--- src/rtl/branch_resolve_unit_pkg.sv ---
// Shared definitions for the branch resolve unit: 2-bit BHT counter encodings,
// the counter reset value, the sequential PC increment and the saturating
// counter update used by the branch history table.
package branch_resolve_unit_pkg;

    // 2-bit branch history counter encodings
    localparam logic [1:0] CTR_SNT = 2'b00;   // strongly not-taken
    localparam logic [1:0] CTR_WNT = 2'b01;   // weakly not-taken
    localparam logic [1:0] CTR_WT  = 2'b10;   // weakly taken
    localparam logic [1:0] CTR_ST  = 2'b11;   // strongly taken

    localparam logic [1:0]  BHT_RESET_VAL = CTR_WNT;
    localparam logic [31:0] PC_INC        = 32'd4;

    // Saturating move of a counter toward taken (up) or not-taken (down).
    function automatic logic [1:0] ctr_next(input logic [1:0] ctr, input logic taken);
        logic [1:0] result;
        if (taken) begin
            result = (ctr == CTR_ST) ? CTR_ST : ctr + 2'd1;
        end else begin
            result = (ctr == CTR_SNT) ? CTR_SNT : ctr - 2'd1;
        end
        return result;
    endfunction

endpackage

--- src/rtl/branch_resolve_unit_bht_counter_array.sv ---
// Branch history table: register array of 2-bit saturating counters.
// Ports: clk/rst (async, active-high, resets every entry to weakly not-taken),
//        rd_idx/rd_ctr (combinational read), wr_en/wr_idx/wr_taken (saturating update).
// A read of the index being written in the same cycle returns the pre-update value.
module bht_counter_array
    import branch_resolve_unit_pkg::*;
#(
    parameter int IDX_W = 6
) (
    input  logic             clk,
    input  logic             rst,
    input  logic [IDX_W-1:0] rd_idx,
    output logic [1:0]       rd_ctr,
    input  logic             wr_en,
    input  logic [IDX_W-1:0] wr_idx,
    input  logic             wr_taken
);

    localparam int ENTRIES = 1 << IDX_W;

    logic [1:0] ctr_q [ENTRIES];
    logic [1:0] ctr_d [ENTRIES];

    // Read straight from the flops: no write-to-read bypass.
    assign rd_ctr = ctr_q[rd_idx];

    always_comb begin
        ctr_d = ctr_q;
        if (wr_en) begin
            ctr_d[wr_idx] = ctr_next(ctr_q[wr_idx], wr_taken);
        end
    end

    always_ff @(posedge clk or posedge rst) begin
        if (rst) begin
            for (int i = 0; i < ENTRIES; i++) begin
                ctr_q[i] <= BHT_RESET_VAL;
            end
        end else begin
            ctr_q <= ctr_d;
        end
    end

endmodule

--- src/rtl/branch_resolve_unit.sv ---
// MEM-stage branch resolution: compares the actual outcome of branches/jumps with
// the fetch-time prediction, issues a registered redirect plus a multi-cycle flush
// on mispredict, keeps saturating statistics and owns the BHT that predicts if_pc.
// Ports: clk/rst; if_pc -> pred_taken; ex_mem_* resolve inputs; flush, redirect_valid,
//        redirect_pc; stat_branches, stat_mispredicts. Outcome latency is 1 cycle.
module branch_resolve_unit
    import branch_resolve_unit_pkg::*;
#(
    parameter int IDX_W        = 6,
    parameter int FLUSH_CYCLES = 2,
    parameter int STAT_W       = 16
) (
    input  logic              clk,
    input  logic              rst,
    input  logic [31:0]       if_pc,
    output logic              pred_taken,
    input  logic [31:0]       ex_mem_pc,
    input  logic              ex_mem_branch,
    input  logic              ex_mem_branch2,
    input  logic              ex_mem_jump,
    input  logic              zero_flag_ex_mem,
    input  logic              ex_mem_br_taken,
    input  logic [31:0]       ex_mem_next_address_branch,
    output logic              flush,
    output logic              redirect_valid,
    output logic [31:0]       redirect_pc,
    output logic [STAT_W-1:0] stat_branches,
    output logic [STAT_W-1:0] stat_mispredicts
);

    localparam logic [2:0] FLUSH_INIT = 3'(FLUSH_CYCLES);

    logic [2:0]        flush_cnt_q, flush_cnt_d;
    logic              redirect_valid_q, redirect_valid_d;
    logic [31:0]       redirect_pc_q, redirect_pc_d;
    logic [STAT_W-1:0] stat_branches_q, stat_branches_d;
    logic [STAT_W-1:0] stat_mispredicts_q, stat_mispredicts_d;

    logic       resolve;
    logic       actual;
    logic       mispred;
    logic [1:0] rd_ctr;

    // Only the BHT index bits of the fetch PC matter for prediction.
    logic unused_if_pc_bits;
    assign unused_if_pc_bits = ^{if_pc[31:IDX_W+2], if_pc[1:0]};

    // Flush is high exactly while the down-counter is non-zero, so an async
    // reset of the counter drops flush immediately.
    assign flush = (flush_cnt_q != 3'd0);

    // While flushing, the instruction in MEM is being squashed: ignore it.
    assign resolve = (ex_mem_branch | ex_mem_branch2 | ex_mem_jump) & ~flush;
    assign actual  = ex_mem_jump
                   | (ex_mem_branch  &  zero_flag_ex_mem)
                   | (ex_mem_branch2 & ~zero_flag_ex_mem);
    assign mispred = resolve & (actual != ex_mem_br_taken);

    bht_counter_array #(
        .IDX_W (IDX_W)
    ) u_bht (
        .clk      (clk),
        .rst      (rst),
        .rd_idx   (if_pc[IDX_W+1:2]),
        .rd_ctr   (rd_ctr),
        .wr_en    (resolve),
        .wr_idx   (ex_mem_pc[IDX_W+1:2]),
        .wr_taken (actual)
    );

    assign pred_taken = rd_ctr[1];

    always_comb begin
        flush_cnt_d        = flush_cnt_q;
        redirect_valid_d   = mispred;
        redirect_pc_d      = redirect_pc_q;
        stat_branches_d    = stat_branches_q;
        stat_mispredicts_d = stat_mispredicts_q;

        if (mispred) begin
            flush_cnt_d   = FLUSH_INIT;
            redirect_pc_d = actual ? ex_mem_next_address_branch : ex_mem_pc + PC_INC;
        end else if (flush_cnt_q != 3'd0) begin
            flush_cnt_d = flush_cnt_q - 3'd1;
        end

        if (resolve && (stat_branches_q != {STAT_W{1'b1}})) begin
            stat_branches_d = stat_branches_q + STAT_W'(1);
        end
        if (mispred && (stat_mispredicts_q != {STAT_W{1'b1}})) begin
            stat_mispredicts_d = stat_mispredicts_q + STAT_W'(1);
        end
    end

    always_ff @(posedge clk or posedge rst) begin
        if (rst) begin
            flush_cnt_q        <= 3'd0;
            redirect_valid_q   <= 1'b0;
            redirect_pc_q      <= 32'd0;
            stat_branches_q    <= '0;
            stat_mispredicts_q <= '0;
        end else begin
            flush_cnt_q        <= flush_cnt_d;
            redirect_valid_q   <= redirect_valid_d;
            redirect_pc_q      <= redirect_pc_d;
            stat_branches_q    <= stat_branches_d;
            stat_mispredicts_q <= stat_mispredicts_d;
        end
    end

    assign redirect_valid   = redirect_valid_q;
    assign redirect_pc      = redirect_pc_q;
    assign stat_branches    = stat_branches_q;
    assign stat_mispredicts = stat_mispredicts_q;

endmodule

--- config.mk ---
export PLATFORM = sky130hd
export DESIGN_NAME = branch_resolve_unit
export DESIGN_NICKNAME = d
export VERILOG_FILES = /design/src/rtl/branch_resolve_unit_pkg.sv /design/src/rtl/branch_resolve_unit_bht_counter_array.sv /design/src/rtl/branch_resolve_unit.sv
export SDC_FILE = /design/constraint.sdc
export NUM_CORES = 1
export LEC_CHECK = 0
export CAP_MARGIN = 20
export CORE_MARGIN = 8
export CORE_UTILIZATION = 55
export CTS_CLUSTER_SIZE = 10
export DETAILED_ROUTE_END_ITERATION = 10
export GPL_TIMING_DRIVEN = 0
export PLACE_DENSITY = 0.85
export SLEW_MARGIN = 20
export SYNTH_ARGS = -nofsm -noshare
export SYNTH_HDL_FRONTEND = slang
export SYNTH_HIERARCHICAL = 1
export SYNTH_SLANG_ARGS = --single-unit
export TNS_END_PERCENT = 1
--- constraint.sdc ---
create_clock -name clk -period 7.35 [get_ports clk]
set_input_delay 2.205 -clock clk [delete_from_list [all_inputs] [get_ports clk]]
set_output_delay 2.205 -clock clk [all_outputs]
set_load 0.01 [all_outputs]
; ---- Yosys cells after proc, flatten, opt, wreduce, memory -nomap -nowiden
; Index checks and enable logic that the tools add are counted.
; Widths: inputs -> output; s select.
[word_totals]
ff_bits = 196
latchBits = 0
mem_bits_rw = 0
mem_bits_ro = 0
in_bits = 103
word_cells = 116
mem_count = 0
[classes]
add_sub_neg = 6
multipliers = 0
div = 0
n_lt_le_gt_ge = 3
n_eq_ne = 4
shift = 0
mux = 16
bitwise_logic = 12
reduce_logical = 6
[ops]
columns = op, count
row1 = $bwmux 128, 1
row2 = $add 16x1->16 const B, 2
row3 = $add 32x3->32 const B, 1
row4 = $mux 32, 1
row5 = $ne 16x16->1 const B, 2
row6 = $bmux 2 s6, 2
row7 = $mux 2, 9
row8 = $ge 7x7->1 const B, 2
row9 = $not 6->7, 2
row10 = $demux 2 s6, 1
row11 = $lt 7x1->1 const B, 1
row12 = $mux 3, 2
row13 = $and 1x1->1, 4
row14 = $or 1x1->1, 4
row15 = $logic_and 1x1->1, 3
row16 = $reduce_bool 3->1, 1
row17 = $sub 3x1->3 const B, 1
row18 = $add 2x1->2 const B, 1
row19 = $eq 2x2->1 const B, 1
row20 = $logic_not 2->1, 1
row21 = $not 1->1, 2
row22 = $reduce_bool 2->1, 1
row23 = $sub 2x1->2 const B, 1
row24 = $ne 1x1->1, 1

; ---- Depth between registers and ports, before layout
; Gate-level depths: netlist of run 1.
[logic_depth]
word_depth = 9
depth_mapped = 12
ltp_nobuf = 9

; ---- By module
; The synthesis of run 1 kept the hierarchy.
[modules_own_cells]
columns = module, instances, cells_per_inst, area_each_um2
row1 = bht_counter_array, 1, 625, 7250.7
row2 = branch_resolve_unit, 1, 404, 3817.4

; ---- Least setup slack after synthesis of run 1
; OpenSTA, ideal clock, no wires.
[synth_timing]
path_type = input to output
start = input port if_pc[2]
end = output port pred_taken
arrival_ns = 4.472
slack_ns = 0.673
path_stages = 5
n_path_buf = 2
cell_sequence = clkbuf_1 -> buf_1 -> mux4_2 -> mux4_2 -> mux4_2
[synth_between]
elab_chain_len = 4
[synth_lines]
columns = element, line
row1 = start: declaration, branch_resolve_unit.sv:15  ; input logic [31:0] if_pc,
row2 = $not 6->7 (not written as such), branch_resolve_unit_bht_counter_array.sv:25  ; assign rd_ctr = ctr_q[rd_idx];
row3 = $bmux 2 s6, branch_resolve_unit_bht_counter_array.sv:25
row4 = $mux 2 (not written as such) (2 in a row), branch_resolve_unit_bht_counter_array.sv:25
row5 = end: declaration, branch_resolve_unit.sv:16  ; output logic pred_taken,
; No other way between the ends. The select of a mux whose other input is x is not followed.

; ---- Final worst setup path of run 1
; Same ends and word-level chain as after synthesis.

==> flow_summary.ini, run 1 <==
[run_status]
status = complete, no violations

[die]
start_util = 0.563
die_h_microns = 155
coreArea_sq_um = 18800
die_width_microns = 155
io_pins = 170
row_count = 50
dieArea_sq_um = 24000

[drt]
drt-vias-per-instance = 6.17
firstDrtPassIters = 5
drt_iter0_markers = 713
wire_per_inst_microns = 21.8
num_vias = 8885
wl_microns = 31400
ant_nets = 0
drc = 0

[clock_tree]
root_buffer = clkbuf_16
cts_buffers = 17
clock_path_buffers = 2
clock_sink_count = 196
cts_resized = 0
h-tree-depth = 4
postCtsSetupBuffers = 0
cts_tree = built
insertion_delay_ps = 440
clkSlewWorstSetupHoldPaths_ps = 60
ctsHoldBuffers = 0

[timing]
setup_tns_ps = 0
layout_worst_path_cycle_share = 0.992
worst_pin_slew_ps = 1140
rsz0062_at_grt = no
worst_hold_slack_ps = 474
timing.slew.headroom = 0.237
hold_viol = 0
finClkSkew_ps = 10.8
finalSetupViolations = 0
drv_slew = 0
layout_min_cycle_time_ps = 7290
max_freq_mhz = 137

[worst_hold_path]
hold_depth = 2
worstHoldPathType = reg2reg
holdPathEnd = u_bht/ctr_q[98]$_DFFE_PP1P_
worstHoldStart = u_bht/ctr_q[98]$_DFFE_PP1P_

[setup_path]
regToRegSetupSlack_ps = 4230
rr_endpoint = u_bht/ctr_q[74]$_DFFE_PP1P_
path_max_fanout = 5
reg2reg_depth = 8
end_kind = output pin
worstPathCellList = clkbuf_1 -> buf_1 -> mux4_2 -> mux4_2 -> mux4_2 -> clkdlybuf4s50_1
cp_slowest_cell = mux4_2
slowest_delay_ps = 600
reg2reg_from = u_bht/ctr_q[119]$_DFFE_PP0P_
start_kind = input pin
critPathKind = in2out
cpMostUsedCell = mux4_2
worst_ep_required_time_ps = 5140
arrival_ps = 5090
startpoint = if_pc[2]

[power_and_ir_drop]
power_density_nw_per_um2 = 269
internal-power_uw = 2400
p_seq_frac = 0.446
pwr-share-clk = 0.266
finalPower_uw = 3490
max-vdd-ir-drop_mv = 0.185
p_sw_uw = 1090
p_leak_uw = 0.00538
p_sw_frac = 0.313
pwr-share-comb = 0.288

[placement]
gp_congestion = 0.982
dp_hpwl_microns = 22700
dpl_cell_area_sq_um = 12400
placed_cells = 1409
portBuffers = 139

[layout]
drive_above_1_share = 0.208
fin_area_sq_um = 13000
area_growth_pct = 22.3
layout_common_cells = 188 x nand2_1, 139 x clkdlybuf4s50_1, 132 x dfrtp_1, 84 x o21ai_0, 71 x mux2_2
fin_cells = 1441
final_common_cell = nand2_1
fin_nets = 1276
diodes = 0

[global_routing]
antenna_found_initial = 0
grt_pass1_wl_microns = 49600
grtUsageTotal = 0.265
gr-total-overflow = 0
grt_max_degree = 71
first_global_vias = 9043

[yosys]
synth_nets = 1116
synth_area_sq_um = 10600
syn_area_per_cell_sq_um = 10.5
synth_cells = 1008
yosysWarnings = 6

[run]
drv_cap = 0
==> routing by layer <==
layer / part of all wire / track usage / wire, microns
met1: 0.40 / 0.334 / 12400
met2: 0.45 / 0.419 / 14200
met3: 0.11 / 0.0719 / 3460
met4: 0.042 / 0.126 / 1320
met5: 0 / 0 / 0
==> worst max path at each step <==
| stage | endpoint | slack, ps | cells after the start |
|---|---|---|---|
| 6_report | pred_taken | 60 | 6 |
| 5_1_grt | pred_taken | 30 | 6 |
| 4_1_cts | pred_taken | 120 | 6 |
| 3_5_place_dp | pred_taken | 150 | 6 |
| 3_3_place_gp | pred_taken | 120 | 6 |
| 2_1_floorplan | pred_taken | 990 | 5 |
==> state kept, by name, indices dropped and copies added, names as in the netlist <==
name and cells:
flush_cnt_q 3, redirect_pc 32, u_bht/ctr_q 128, stat_mispredicts 16, redirect_valid 1, stat_branches 16
==> layout make-up <==
cell class	count	area [sq um]
multi-input cells	739	5230
repair buffers	141	1450
plain buffers	57	327
flip-flops and latches	196	4980
clock buffers	21	450
well taps	260	325
fillers	1387	5870
clock inverters	11	125
inverters	16	67.6
==> through the flow <==
step	util	setup slack [ps]
finish	0.688	58.8
global route	0.688	33.1
CTS	0.688	123
detailed placement	0.658	155
global placement	0.654	124
floorplan	-	992
==> critical path, delay by kind of cell <==
family / cells / cell delay [ps]
multiplexers: 3 / 1620
buffers and inverters: 3 / 1250
==> power by group through the flow <==
| stage | clock, uW | combinational, uW | sequential [uW] |
|---|---|---|---|
| final | 930 | 1010 | 1560 |
| after global routing | 980 | 1090 | 1580 |
| after CTS | 940 | 1000 | 1550 |
| after detailed placement | 0 | 995 | 1570 |
| after global placement | 0 | 957 | 1550 |
| after floorplan | 0 | 496 | 1570 |
Note: power is estimated with default switching activity, not from simulation.
==> run 2, diff against run 1 <==
--- a/config.mk
+++ b/config.mk
@@ -10,7 +10,6 @@
 export CORE_UTILIZATION = 55
 export CTS_CLUSTER_SIZE = 10
 export DETAILED_ROUTE_END_ITERATION = 10
-export GPL_TIMING_DRIVEN = 0
 export PLACE_DENSITY = 0.85
 export SLEW_MARGIN = 20
 export SYNTH_ARGS = -nofsm -noshare
==> run 2 against run 1 <==
Net effect:
- utilization decreased by 1.1 points
- register-to-register slack improved by 40 ps
- largest cell class unchanged
- critical endpoint unchanged
- power decreased by 1.4%
- global-route usage decreased by 1.8 points
- clock skew about the same
- clock power decreased by 2%
==> flow_summary.ini, run 2 (synthesis gave the netlist of run 1 again) <==
[timing]
max_freq_mhz = 140
finClkSkew_ps = 10.7
hold_viol = 0
worst_hold_slack_ps = 475
drv_slew = 0
layout_worst_path_cycle_share = 0.975
setup_tns_ps = 0
layout_min_cycle_time_ps = 7170
rsz0062_at_grt = no
finalSetupViolations = 0
timing.slew.headroom = 0.252
worst_pin_slew_ps = 1120

[run_status]
status = complete, no violations

[drt]
firstDrtPassIters = 5
wl_microns = 29800
num_vias = 8685
wire_per_inst_microns = 21.3
drc = 0
drt_iter0_markers = 680
drt-vias-per-instance = 6.19
ant_nets = 0

[power_and_ir_drop]
power_density_nw_per_um2 = 270
internal-power_uw = 2370
pwr-share-clk = 0.265
pwr-share-comb = 0.283
p_seq_frac = 0.452
p_sw_frac = 0.313
finalPower_uw = 3440
max-vdd-ir-drop_mv = 0.184
p_leak_uw = 0.00530
p_sw_uw = 1080

[global_routing]
gr-total-overflow = 0
grt_max_degree = 74
grt_pass1_wl_microns = 46800
grtUsageTotal = 0.247
antenna_found_initial = 0
first_global_vias = 8497

[clock_tree]
clkSlewWorstSetupHoldPaths_ps = 70
root_buffer = clkbuf_16
cts_tree = built
h-tree-depth = 4
postCtsSetupBuffers = 0
clock_path_buffers = 2
insertion_delay_ps = 440
cts_resized = 0
cts_buffers = 17
clock_sink_count = 196
ctsHoldBuffers = 0

[die]
die_h_microns = 155
dieArea_sq_um = 24000
row_count = 50
start_util = 0.563
die_width_microns = 155
coreArea_sq_um = 18800
io_pins = 170

[setup_path]
start_kind = input pin
end_kind = output pin
critPathKind = in2out
regToRegSetupSlack_ps = 4270
reg2reg_from = flush_cnt_q[0]$_DFFE_PP0P_
arrival_ps = 4960
path_max_fanout = 16
startpoint = if_pc[2]
worst_ep_required_time_ps = 5140

[layout]
fin_nets = 1238
area_growth_pct = 20.4
largest_reg_flops = 128
nFillCells = 1386
drive_above_1_share = 0.207
finish.utilization = 0.677
layout_common_cells = 188 x nand2_1, 142 x clkdlybuf4s50_1, 132 x dfrtp_1, 84 x o21ai_0, 71 x mux2_2
final_common_cell = nand2_1
fin_cells = 1403
diodes = 0
max_flop_register = u_bht/ctr_q

[worst_hold_path]
worstHoldStart = flush_cnt_q[0]$_DFFE_PP0P_
worstHoldPathType = reg2reg

[placement]
placed_cells = 1371
portBuffers = 143
dp_hpwl_microns = 20400
gp_congestion = 0.933

[run]
drv_cap = 0
## run 2: changes by cell type in the layout (fill, tap and decap cells not counted), moves of 3 or more
cell	before	now
buf_1	9	0
buf_2	9	1
buf_4	5	15
buf_6	11	0
clkbuf_1	26	2
clkdlybuf4s50_1	139	142
## run 2: final timing paths
check / end / cells after the start
max in group asynchronous: u_bht/ctr_q[85]$_DFFE_PP0P_ / 3
max reg2reg: redirect_pc[15]$_DFFE_PP0P_ / 9
max: pred_taken / 6
min in group asynchronous: stat_branches[13]$_DFFE_PP0P_ / 2
min: flush_cnt_q[0]$_DFFE_PP0P_ / 1
min reg2reg: flush_cnt_q[0]$_DFFE_PP0P_ / 1
## run 2: area by class of cell
| type | instances | area [sq um] | area share |
|---|---|---|---|
| Clock inverter | 10 | 97.6 | 0.00765 |
| Multi-Input combinational cell | 739 | 5230 | 0.410 |
| Inverter | 16 | 62.6 | 0.00490 |
| Sequential cell | 196 | 4980 | 0.391 |
| Clock buffer | 22 | 474 | 0.0372 |
| Timing Repair Buffer | 160 | 1580 | 0.124 |
| Tap cell | 260 | 325 | 0.0255 |
## run 2: routing by layer
metal | vias to the layer above | GRT usage | wire [microns]
met1 | 4270 | 0.327 | 12300
met2 | 478 | 0.393 | 13700
met5 | - | 0 | 0
li1 | 3863 | - | -
met4 | 0 | 0.0919 | 825
met3 | 74 | 0.0549 | 2920
## run 2: power by group through the flow
stage          sequential (uW)  clock [uW]  combinational [uW]
2_1_floorplan             1570           0                 496
3_3_place_gp              1550           0                 931
3_5_place_dp              1570           0                 960
4_1_cts                   1550         927                 975
5_1_grt                   1580         970                1050
6_report                  1560         914                 973
## run 2: through the flow
stage                     worst slack [ps]  instance area (sq um)
after floorplan                        992                  10600
after detailed placement               222                  12200
after global placement                 200                  12200
after global routing                   118                  12800
after CTS                              200                  12800
final                                  183                  12800
## run 2: worst max-delay path, cell delays in order
cell and delay, ps:
clkdlybuf4s50_1 500, buf_12 190, mux4_2 540, mux4_2 500, mux4_2 510, clkdlybuf4s50_1 500
